$ cat src/rtl/apb_master_bridge.sv
// Single-outstanding APB initiator: converts a valid/ready CPU request into an APB
// SETUP/ACCESS transfer and returns a one-cycle response pulse with optional timeout abort.
module apb_master_bridge #(
  parameter int unsigned ADDR_W  = 32,
  parameter int unsigned DATA_W  = 32,
  parameter int unsigned STRB_W  = DATA_W / 8,
  parameter int unsigned TIMEOUT = 255
) (
  input  logic              clk,
  input  logic              rst,
  input  logic              req_valid,
  output logic              req_ready,
  input  logic              req_write,
  input  logic [ADDR_W-1:0] req_addr,
  input  logic [DATA_W-1:0] req_wdata,
  input  logic [STRB_W-1:0] req_wstrb,
  output logic              resp_valid,
  output logic [DATA_W-1:0] resp_rdata,
  output logic              resp_err,
  output logic              psel,
  output logic              penable,
  output logic              pwrite,
  output logic [ADDR_W-1:0] paddr,
  output logic [DATA_W-1:0] pwdata,
  output logic [STRB_W-1:0] pstrb,
  input  logic [DATA_W-1:0] prdata,
  input  logic              pready,
  input  logic              pslverr
);

  localparam int unsigned CNT_W   = (TIMEOUT > 0) ? $clog2(TIMEOUT + 1) : 1;
  localparam int unsigned TO_LAST = (TIMEOUT > 0) ? TIMEOUT - 1 : 0;
  localparam logic [ADDR_W-1:0] ALIGN_MASK = ~ADDR_W'(STRB_W - 1);

  typedef enum logic [1:0] {IDLE, SETUP, ACCESS} state_t;

  state_t           state, state_next;
  logic [CNT_W-1:0] cnt;
  logic             accept, finish, abort, cnt_inc, timeout_hit;

  assign req_ready   = (state == IDLE);
  assign timeout_hit = (TIMEOUT > 0) && (cnt == CNT_W'(TO_LAST));

  always_ff @(posedge clk or negedge rst) begin
    if (!rst) state <= IDLE;
    else      state <= state_next;
  end

  // pready on the expiry edge is checked first so normal completion wins over abort.
  always_comb begin
    state_next = state;
    accept     = 1'b0;
    finish     = 1'b0;
    abort      = 1'b0;
    cnt_inc    = 1'b0;
    case (state)
      IDLE: begin
        if (req_valid) begin
          accept     = 1'b1;
          state_next = SETUP;
        end
      end
      SETUP: state_next = ACCESS;
      ACCESS: begin
        if (pready) begin
          finish     = 1'b1;
          state_next = IDLE;
        end else if (timeout_hit) begin
          abort      = 1'b1;
          state_next = IDLE;
        end else begin
          cnt_inc = 1'b1;
        end
      end
      default: state_next = IDLE;
    endcase
  end

  always_ff @(posedge clk or negedge rst) begin
    if (!rst) begin
      psel       <= 1'b0;
      penable    <= 1'b0;
      pwrite     <= 1'b0;
      paddr      <= '0;
      pwdata     <= '0;
      pstrb      <= '0;
      resp_valid <= 1'b0;
      resp_rdata <= '0;
      resp_err   <= 1'b0;
      cnt        <= '0;
    end else begin
      resp_valid <= 1'b0;
      if (accept) begin
        psel    <= 1'b1;
        penable <= 1'b0;
        pwrite  <= req_write;
        paddr   <= req_addr & ALIGN_MASK;
        pwdata  <= req_write ? req_wdata : '0;
        pstrb   <= req_write ? req_wstrb : '0;
      end
      if (state == SETUP) begin
        penable <= 1'b1;
        cnt     <= '0;
      end else if (cnt_inc) begin
        cnt <= cnt + CNT_W'(1);
      end
      if (finish || abort) begin
        psel       <= 1'b0;
        penable    <= 1'b0;
        resp_valid <= 1'b1;
        resp_err   <= abort | pslverr;
        resp_rdata <= (finish && !pwrite && !pslverr) ? prdata : '0;
      end
    end
  end

endmodule

$ cat config.mk
export PLATFORM = sky130hd
export DESIGN_NAME = apb_master_bridge
export DESIGN_NICKNAME = d
export VERILOG_FILES = /design/src/rtl/apb_master_bridge.sv
export SDC_FILE = /design/constraint.sdc
export NUM_CORES = 1
export LEC_CHECK = 0
export BUFFER_PORTS_ARGS = -buffer_cell sky130_fd_sc_hd__buf_2
export CORE_UTILIZATION = 46
export CTS_BUF_LIST = sky130_fd_sc_hd__clkbuf_16
export CTS_CLUSTER_DIAMETER = 120
export DETAILED_ROUTE_END_ITERATION = 8
export MAX_ROUTING_LAYER = met4
export PLACE_DENSITY_LB_ADDON = 0.3
export SYNTH_ARGS = -nofsm -noshare
export SYNTH_HDL_FRONTEND = slang
export SYNTH_SLANG_ARGS = --single-unit
$ cat constraint.sdc
create_clock -name clk -period 1.84 [get_ports clk]
set_clock_uncertainty 0.1 [all_clocks]
set_input_delay 0.092 -clock clk [delete_from_list [all_inputs] [get_ports clk]]
set_output_delay 0.092 -clock clk [all_outputs]
set_load 0.02 [all_outputs]
Word level (Yosys, flattened, before mapping):

Index checks and enable logic that the tools add are counted.
Widths: inputs -> output; s select.

* register bits after elaboration: 113
* output and inout bits: 106

* add/subtract/negate cells: 1
* eq/ne operators: 5
* multiplexer cells: 25
* bitwise gates (word level): 1
* reductions and logical operators: 10

Operator list (number)
* $mux 32: 2
* $mux 1: 16
* $mux 8: 2
* $add 8x1->8 const B: 1
* $eq 8x8->1 const B: 1
* $mux 2: 3
* $pmux 2 s3: 1
* $mux 4: 1
* $reduce_bool 2->1: 2
* $ne 3x3->1 const B: 1
* $reduce_bool 3->1: 1
* $eq 2x1->1 const B: 1
* $eq 2x2->1 const B: 1
* $logic_and 1x1->1: 2
* $logic_not 1->1: 2
* $logic_not 2->1: 1
* $ne 2x2->1 const B: 1
* $reduce_and 2->1: 1
* $logic_or 1x1->1: 1
* $or 1x1->1: 1

Depth between registers and ports, before layout:

Gate-level depths: netlist of the first run.

* depth in word-level cells: 6
* gate-level depth with buffers: 7
* mapped depth without buffers: 7

Worst setup path before layout of the first run:

OpenSTA, ideal clock, no wires.

* kind: reg-to-reg
* start point: register state[0]
* end point: register paddr[12]
* setup time: 0.065 ns
* arrival time: 1.497 ns
* path slack: 0.178 ns
* cell stages (with the launch flop): 8
* buffers on the path: 2
* clock period less this slack: 1.662 ns
* cell sequence: dfrtp_1 > nor2_1 > nand2_1 > clkinv_1 > buf_2 > buf_2 > nand2_1 > nand2_1

* longest elaborated chain between the ends: 2

RTL lines
* start: declaration: RTL line 37 `state_t state, state_next;`
* start signal: assignment: RTL line 46 `else state <= state_next;`
* $logic_not 2->1
* via req_ready: RTL line 12 `output logic req_ready,`
* $mux 1: RTL line 56 `case (state)`
* end signal: assignment: RTL line 97 `paddr <= req_addr & ALIGN_MASK;`
* end: declaration: RTL line 23 `output logic [ADDR_W-1:0] paddr,`

The timed path passes the listed nets, and every way through them passes these cells.
A chain may end at the register's enable or synchronous reset.

Worst setup path after layout of the first run:

* start point: register cnt[0]
* end point: register cnt[5]

* longest elaborated chain between the ends: 5

RTL lines
* start: declaration: RTL line 38 `logic [CNT_W-1:0] cnt;`
* start signal: assignment: RTL line 105 `cnt <= cnt + CNT_W'(1);`
* branches (longest 5 deep; another with $add 8x1->8)

Several ways; the timed one is not identified. The select of a mux whose other input is x is not followed.

==> results of run 1 <==
-- cell usage in the layout, fill, tap and decap left out, drive strengths merged, types with 2 or more instances in the layout --
cell type,count
ha,2
nand3,41
clkinvlp,5
a22o,32
clkbuf,17
bufinv,2
nand2,175
nand2b,2
clkinv,6
mux2i,3
dlygate4sd3,102
dfrtp,113
buf,215
o21a,2
conb,2
nor2,6
inv,5
nand4,2
o21ai,5
a31oi,2
-- final cells by class --
cell class	instances	area, sq um	area share [%]
repair buffers	317	2190	30.7
flip-flops and latches	113	2830	39.6
clock buffers	17	425	5.96
multi-input cells	283	1390	19.5
well taps	111	139	1.95
clock inverters	15	145	2.03
inverters	3	11.3	0.158
-- final timing paths --
check	to	slack [ps]	cells past startpoint
hold / removal	pwdata[26]$_DFFE_PN0P_	120	2
setup reg to reg	cnt[5]$_DFFE_PN0P_	70	6
min in group clk	pwrite$_DFFE_PN0P_	150	3
setup / recovery	cnt[5]$_DFFE_PN0P_	70	6
max in group asynchronous	cnt[0]$_DFFE_PN0P_	920	3
hold reg to reg	pwdata[11]$_DFFE_PN0P_	360	2
-- per-stage QoR --
step           setup WS, ps  area, sq um  hold WS [ps]  instances
2_1_floorplan           178         4340          -304        426
3_3_place_gp            154         5540         -14.2        725
3_5_place_dp           74.2         5540       0.00316        725
4_1_cts                52.7         7130           110        859
5_1_grt                22.8         7140           148        859
6_report               67.6         7140           123        859
-- worst reg2reg max path, delay by kind of cell, from the launching register on --
kind	cells	cell delay (ps)
buf+inv	1	60
fa+ha+maj	1	200
compound gates	2	290
simple gates	2	650
flops	1	400
-- report_power, final --
part / internal, mW / switching (mW)
Combinational: 1.65 / 3.00
Sequential: 3.56 / 0.659
Clock: 1.98 / 1.16
Total: 7.19 / 4.82
-- synth_stat cells --
cell	number	area share [%]
inv_1	2	0.17
o21ai_0	3	0.35
nor3b_2	1	0.29
nand3b_1	1	0.17
conb_1	1	0.086
nor2_1	6	0.52
nand2b_1	2	0.29
o21ai_1	1	0.12
o21ai_2	1	0.20
buf_2	10	1.2
nor4_1	1	0.14
clkinv_1	1	0.086
buf_1	2	0.17
nand3_1	41	4.7
a21oi_1	1	0.12
a41oi_1	1	0.20
nand2_1	175	15
o21a_1	2	0.35
mux2i_1	3	0.69
dfrtp_1	113	65
a22o_1	32	6.5
a31oi_1	2	0.29
nand4_1	2	0.29
a21boi_1	1	0.17
buf_4	2	0.35
o31ai_1	1	0.17
ha_1	2	0.58
clkbuf_1	13	1.1
or4_1	1	0.17
and2b_1	1	0.17
-- per-layer routing --
layer | track usage [%] | up-vias | share of wire, %
met5 | - | - | 0
met4 | 12.2 | 0 | 2.5
met3 | 8.37 | 43 | 8.4
met2 | 53.2 | 240 | 51
met1 | 33.4 | 2100 | 38
li1 | - | 2031 | -
-- what timing repair did --
action | 4_1_cts | 5_1_grt
resized for setup | 0 | 2
setup endpoints to repair | 0 | 2
setup buffers | 0 | 0
hold buffers | 102 | 0
hold endpoints to repair | 202 | 0
-- cells by family after synthesis --
kind of cell	synth area share, %
and+or+nand+nor	21.9
other	0.0865
buffers and inverters	3.06
muxes	0.693
AOI/OAI and AO/OA	8.43
DFF	65.2
adders and majority gates	0.577
-- flip-flops by register name, indices dropped and copies added (netlist names), 2 cells and up --
name,count
pstrb,4
paddr,30
cnt,8
pwdata,32
state,2
resp_rdata,32
==> run_results.csv, run 1 <==
group,metric,value,unit
clock_tree,cts.sinks,113,
sta,slew_violations,0,
die,initial_utilization,47.1,%
yosys,synth_area,0.00434,sq mm
sta,rsz0062_at_grt,"false",
critical_path,cp.required,2060,ps
global_route,antenna_found_initial,0,
global_route,grt_overflow,0,
global_route,grt_pass1_vias,4655,
drt,wl,14200,um
place,place_congestion,0.840,
sta,slew_headroom,53.5,%
sta,finalWorstPathRequiredPeriod,1770,ps
drt,firstDrtPassIters,4,
yosys,avgSynthCellArea,10.2,sq um
place,dp_hpwl,7330,um
global_route,grt_max_degree,69,
critical_path,critPathMaxStageDelay,490,ps
die,die_x,99.1,um
clock_tree,numCtsBuffers,17,
finish,fillers,580,
die,rows,35,
global_route,grt_use_total,30.6,%
sta,tns,0,ps
die,die_area,0.00982,sq mm
pwr,p_leak,3.92,nW
critical_path,path_cells,"inv_1, ha_1, nand3_1, o21ai_2, or4_1, a21boi_1",
critical_path,crit_start,"cnt[0]$_DFFE_PN0P_",
yosys,ys_ff_latch,113,
pwr,p_total,12.0,mW
sta,period_share,96.3,%
critical_path,path_buf_inv,1,
finish,syn_to_final_growth,64.6,%
clock_tree,htreeDepth,4,
critical_path,critPathLaunchType,"flip-flop",
clock_tree,clk_latency,390,ps
finish,nets,843,
clock_tree,clk_pin_slew_worst_paths,60,ps
die,ios,212,
drt,wl_per_cell,16.5,um
critical_path,cp_top_family,"simple AND/OR/NAND/NOR gates",
sta,tightest_slew,697,ps
critical_path,r2r_start,"cnt[0]$_DFFE_PN0P_",
finish,utilization,77.6,%
die,core,0.00920,sq mm
yosys,syn_inst,425,
finish,drive_gt1_share,33.7,%
status,status,"finished clean",
clock_tree,cts_root_buf,"clkbuf_16",
drt,drt_iter0_markers,152,
yosys,synth_cell_types,30,
drt,drc,0,
yosys,yosysSeqAreaShare,65.2,%
yosys,synth_warnings,0,
global_route,grt_pass1_wl,22400,um
clock_tree,cts_tree,"yes",
sta,final_hold_viol_count,0,
critical_path,slowest_stage,"or4_1",
sta,fmax,564,MHz
pwr,power.density,1680,mW/mm^2
sta,finalSetupViolCount,0,
worst_hold_path,hp-class,"input pin to asynchronous set/reset pin",
pwr,vdd_drop_max,0.950,mV
critical_path,critical_path_class,"flip-flop to flip-flop",
job,max-cap-violations,0,
drt,vias,4414,
critical_path,cp_max_fo,8,
drt,final_antenna_net_count,0,
critical_path,setup.worst_path.end_class,"flip-flop",
place,port_buffers,207,
drt,routed_via_density,5.14,
clock_tree,clk_path_buf_depth,2,
critical_path,cp_data_arrival_time,1990,ps
finish,num_antenna_cells,0,
die,die_h,99.1,um
(Power assumes the default switching activity.)
==> run 2: changes to the inputs <==
==> constraint.sdc (replaced) <==
create_clock -name clk -period 1.84 [get_ports clk]
set_clock_uncertainty 0.1 [all_clocks]
set_input_delay 0.276 -clock clk [delete_from_list [all_inputs] [get_ports clk]]
set_output_delay 0.276 -clock clk [all_outputs]
set_load 0.02 [all_outputs]
==> run 2 against run 1 <==
  * Worst hold slack worse by 110 ps
  * Critical endpoint unchanged
  * Sequential share of layout area up 1.6 points
  * Global-route usage shrank 2.3 points
==> run_results.csv, run 2 (synthesis results as in run 1) <==
group,metric,value,unit
finish,largest_registers,"pwdata (32), resp_rdata (32), paddr (30)",
place,dp_hpwl,7550,um
critical_path,cp_max_fo,8,
place,port_buffers,207,
clock_tree,cts.sinks,113,
critical_path,r2r_start,"cnt[1]$_DFFE_PN0P_",
worst_hold_path,hp-class,"input pin to flip-flop",
pwr,vdd_drop_max,0.879,mV
drt,wl,13100,um
pwr,power.density,1770,mW/mm^2
critical_path,critPathLaunchType,"flip-flop",
sta,tightest_slew,658,ps
sta,finalWorstPathRequiredPeriod,1690,ps
critical_path,cp.required,2060,ps
sta,slew_violations,0,
drt,drt_iter0_markers,188,
global_route,grt_pass1_wl,20800,um
sta,hold_ws,9.93,ps
sta,period_share,92.1,%
place,place_congestion,0.831,
finish,syn_to_final_growth,58.1,%
clock_tree,cts_root_buf,"clkbuf_16",
place,placed_cells,728,
finish,mostFrequentLayoutCells,"206 x buf_2, 174 x nand2_1, 113 x dfrtp_1, 68 x dlygate4sd3_1, 41 x nand3_1",
drt,final_antenna_net_count,0,
sta,rsz0062_at_grt,"false",
critical_path,r2r-end,"cnt[5]$_DFFE_PN0P_",
clock_tree,htreeDepth,4,
die,die_x,99.1,um
pwr,p_total,12.2,mW
drt,routed_via_density,5.11,
finish,fin_area,0.00686,sq mm
sta,final_hold_viol_count,0,
critical_path,crit_start,"cnt[1]$_DFFE_PN0P_",
critical_path,rrSetupSlack,150,ps
global_route,grt_max_degree,43,
die,die_area,0.00982,sq mm
finish,utilization,74.5,%
global_route,grt_pass1_vias,4291,
critical_path,critical_path_class,"flip-flop to flip-flop",
clock_tree,numCtsBuffers,17,
clock_tree,cts_tree,"yes",
global_route,antenna_found_initial,0,
critical_path,slowest_stage,"or4_1",
clock_tree,clk_latency,400,ps
critical_path,cp_top_family,"simple AND/OR/NAND/NOR gates",
global_route,grt_use_total,28.4,%
die,die_h,99.1,um
finish,instances_no_fill,829,
drt,firstDrtPassIters,5,
clock_tree,clk_pin_slew_worst_paths,50,ps
drt,drc,0,
sta,tns,0,ps
critical_path,path_cells,"ha_1, nand3_1, o21ai_2, or4_1, a21boi_1",
clock_tree,clk_path_buf_depth,2,
finish,drive_gt1_share,35.5,%
finish,fillers,607,
sta,finalSetupViolCount,0,
drt,wl_per_cell,15.8,um
status,status,"finished clean",
critical_path,path_buf_inv,0,
die,initial_utilization,47.1,%
critical_path,reg2reg_depth,5,
critical_path,critPathMaxStageDelay,490,ps
sta,fin_ws,146,ps
pwr,p_leak,3.83,nW
sta,slew_headroom,56.1,%
die,rows,35,
die,core,0.00920,sq mm
finish,nets,813,
sta,fmax,590,MHz
finish,final_common_cell,"buf_2",
critical_path,setup.worst_path.end_class,"flip-flop",
critical_path,worstSetupPathDepth,5,
finish,num_antenna_cells,0,
job,max-cap-violations,0,
die,ios,212,
clock_tree,cts_resized,0,
global_route,grt_overflow,0,
critical_path,cp_data_arrival_time,1910,ps
drt,vias,4236,
place,dpl_cell_area,0.00555,sq mm
critical_path,critPathCapture,"cnt[5]$_DFFE_PN0P_",
place,pre_cts_ws,90.9,ps
run 2: changes by cell type in the layout (fill, tap and decap cells not counted), moves of 2 or more:
| cell | before | now |
|---|---|---|
| dlygate4sd3_1 | 102 | 68 |
| bufinv_16 | 2 | 4 |
| clkinvlp_4 | 5 | 2 |
| buf_4 | 3 | 8 |
run 2: worst min-delay path by stage:
| stage | start | endpoint | slack [ps] | cells after the start |
|---|---|---|---|---|
| 2_1_floorplan | rst | cnt[0]$_DFFE_PN0P_ | -120 | 0 |
| 3_3_place_gp | rst | pwdata[26]$_DFFE_PN0P_ | 100 | 1 |
| 3_5_place_dp | rst | pwdata[26]$_DFFE_PN0P_ | 100 | 1 |
| 4_1_cts | req_wdata[19] | pwdata[19]$_DFFE_PN0P_ | 0.7 | 3 |
| 5_1_grt | prdata[22] | resp_rdata[22]$_DFFE_PN0P_ | 1 | 2 |
| 6_report | req_wdata[22] | pwdata[22]$_DFFE_PN0P_ | 10 | 3 |
run 2: power breakdown:
part	internal (mW)	total [mW]	switching, mW	leakage (nW)
logic	1.62	4.56	2.95	2.06
registers	3.56	4.18	0.621	1.46
clock network	2.26	3.41	1.15	0.302
run 2: area by class of cell:
| class | instances | area (sq um) | area share [%] |
|---|---|---|---|
| sequential | 113 | 2830 | 41.2 |
| timing repair buffer | 287 | 1870 | 27.3 |
| multi-input combinational | 283 | 1390 | 20.2 |
| clock buffer | 17 | 425 | 6.21 |
| clock inverter | 15 | 193 | 2.81 |
| tap | 111 | 139 | 2.03 |
| inverter | 3 | 11.3 | 0.164 |
run 2: metal layers:
layer  vias to the layer above  part of all wire [%]  track usage, %
met4                         0                   1.9            11.3
met2                       234                    50            47.6
met3                        24                   8.4            6.88
met5                         -                     0               -
met1                      2012                    39            32.9
li1                       1966                     -               -
run 2: timing repair:
item                                   4_1_cts  5_1_grt
buffers inserted                             0        1
endpoints found under the hold margin      100        0
hold buffers                                68        0
setup endpoints to repair                    0        1
run 2: worst reg2reg max path: stages (launching register included):
cell      delay [ps]
dfrtp_1          420
ha_1             200
nand3_1          130
o21ai_2          130
or4_1            490
a21boi_1         150
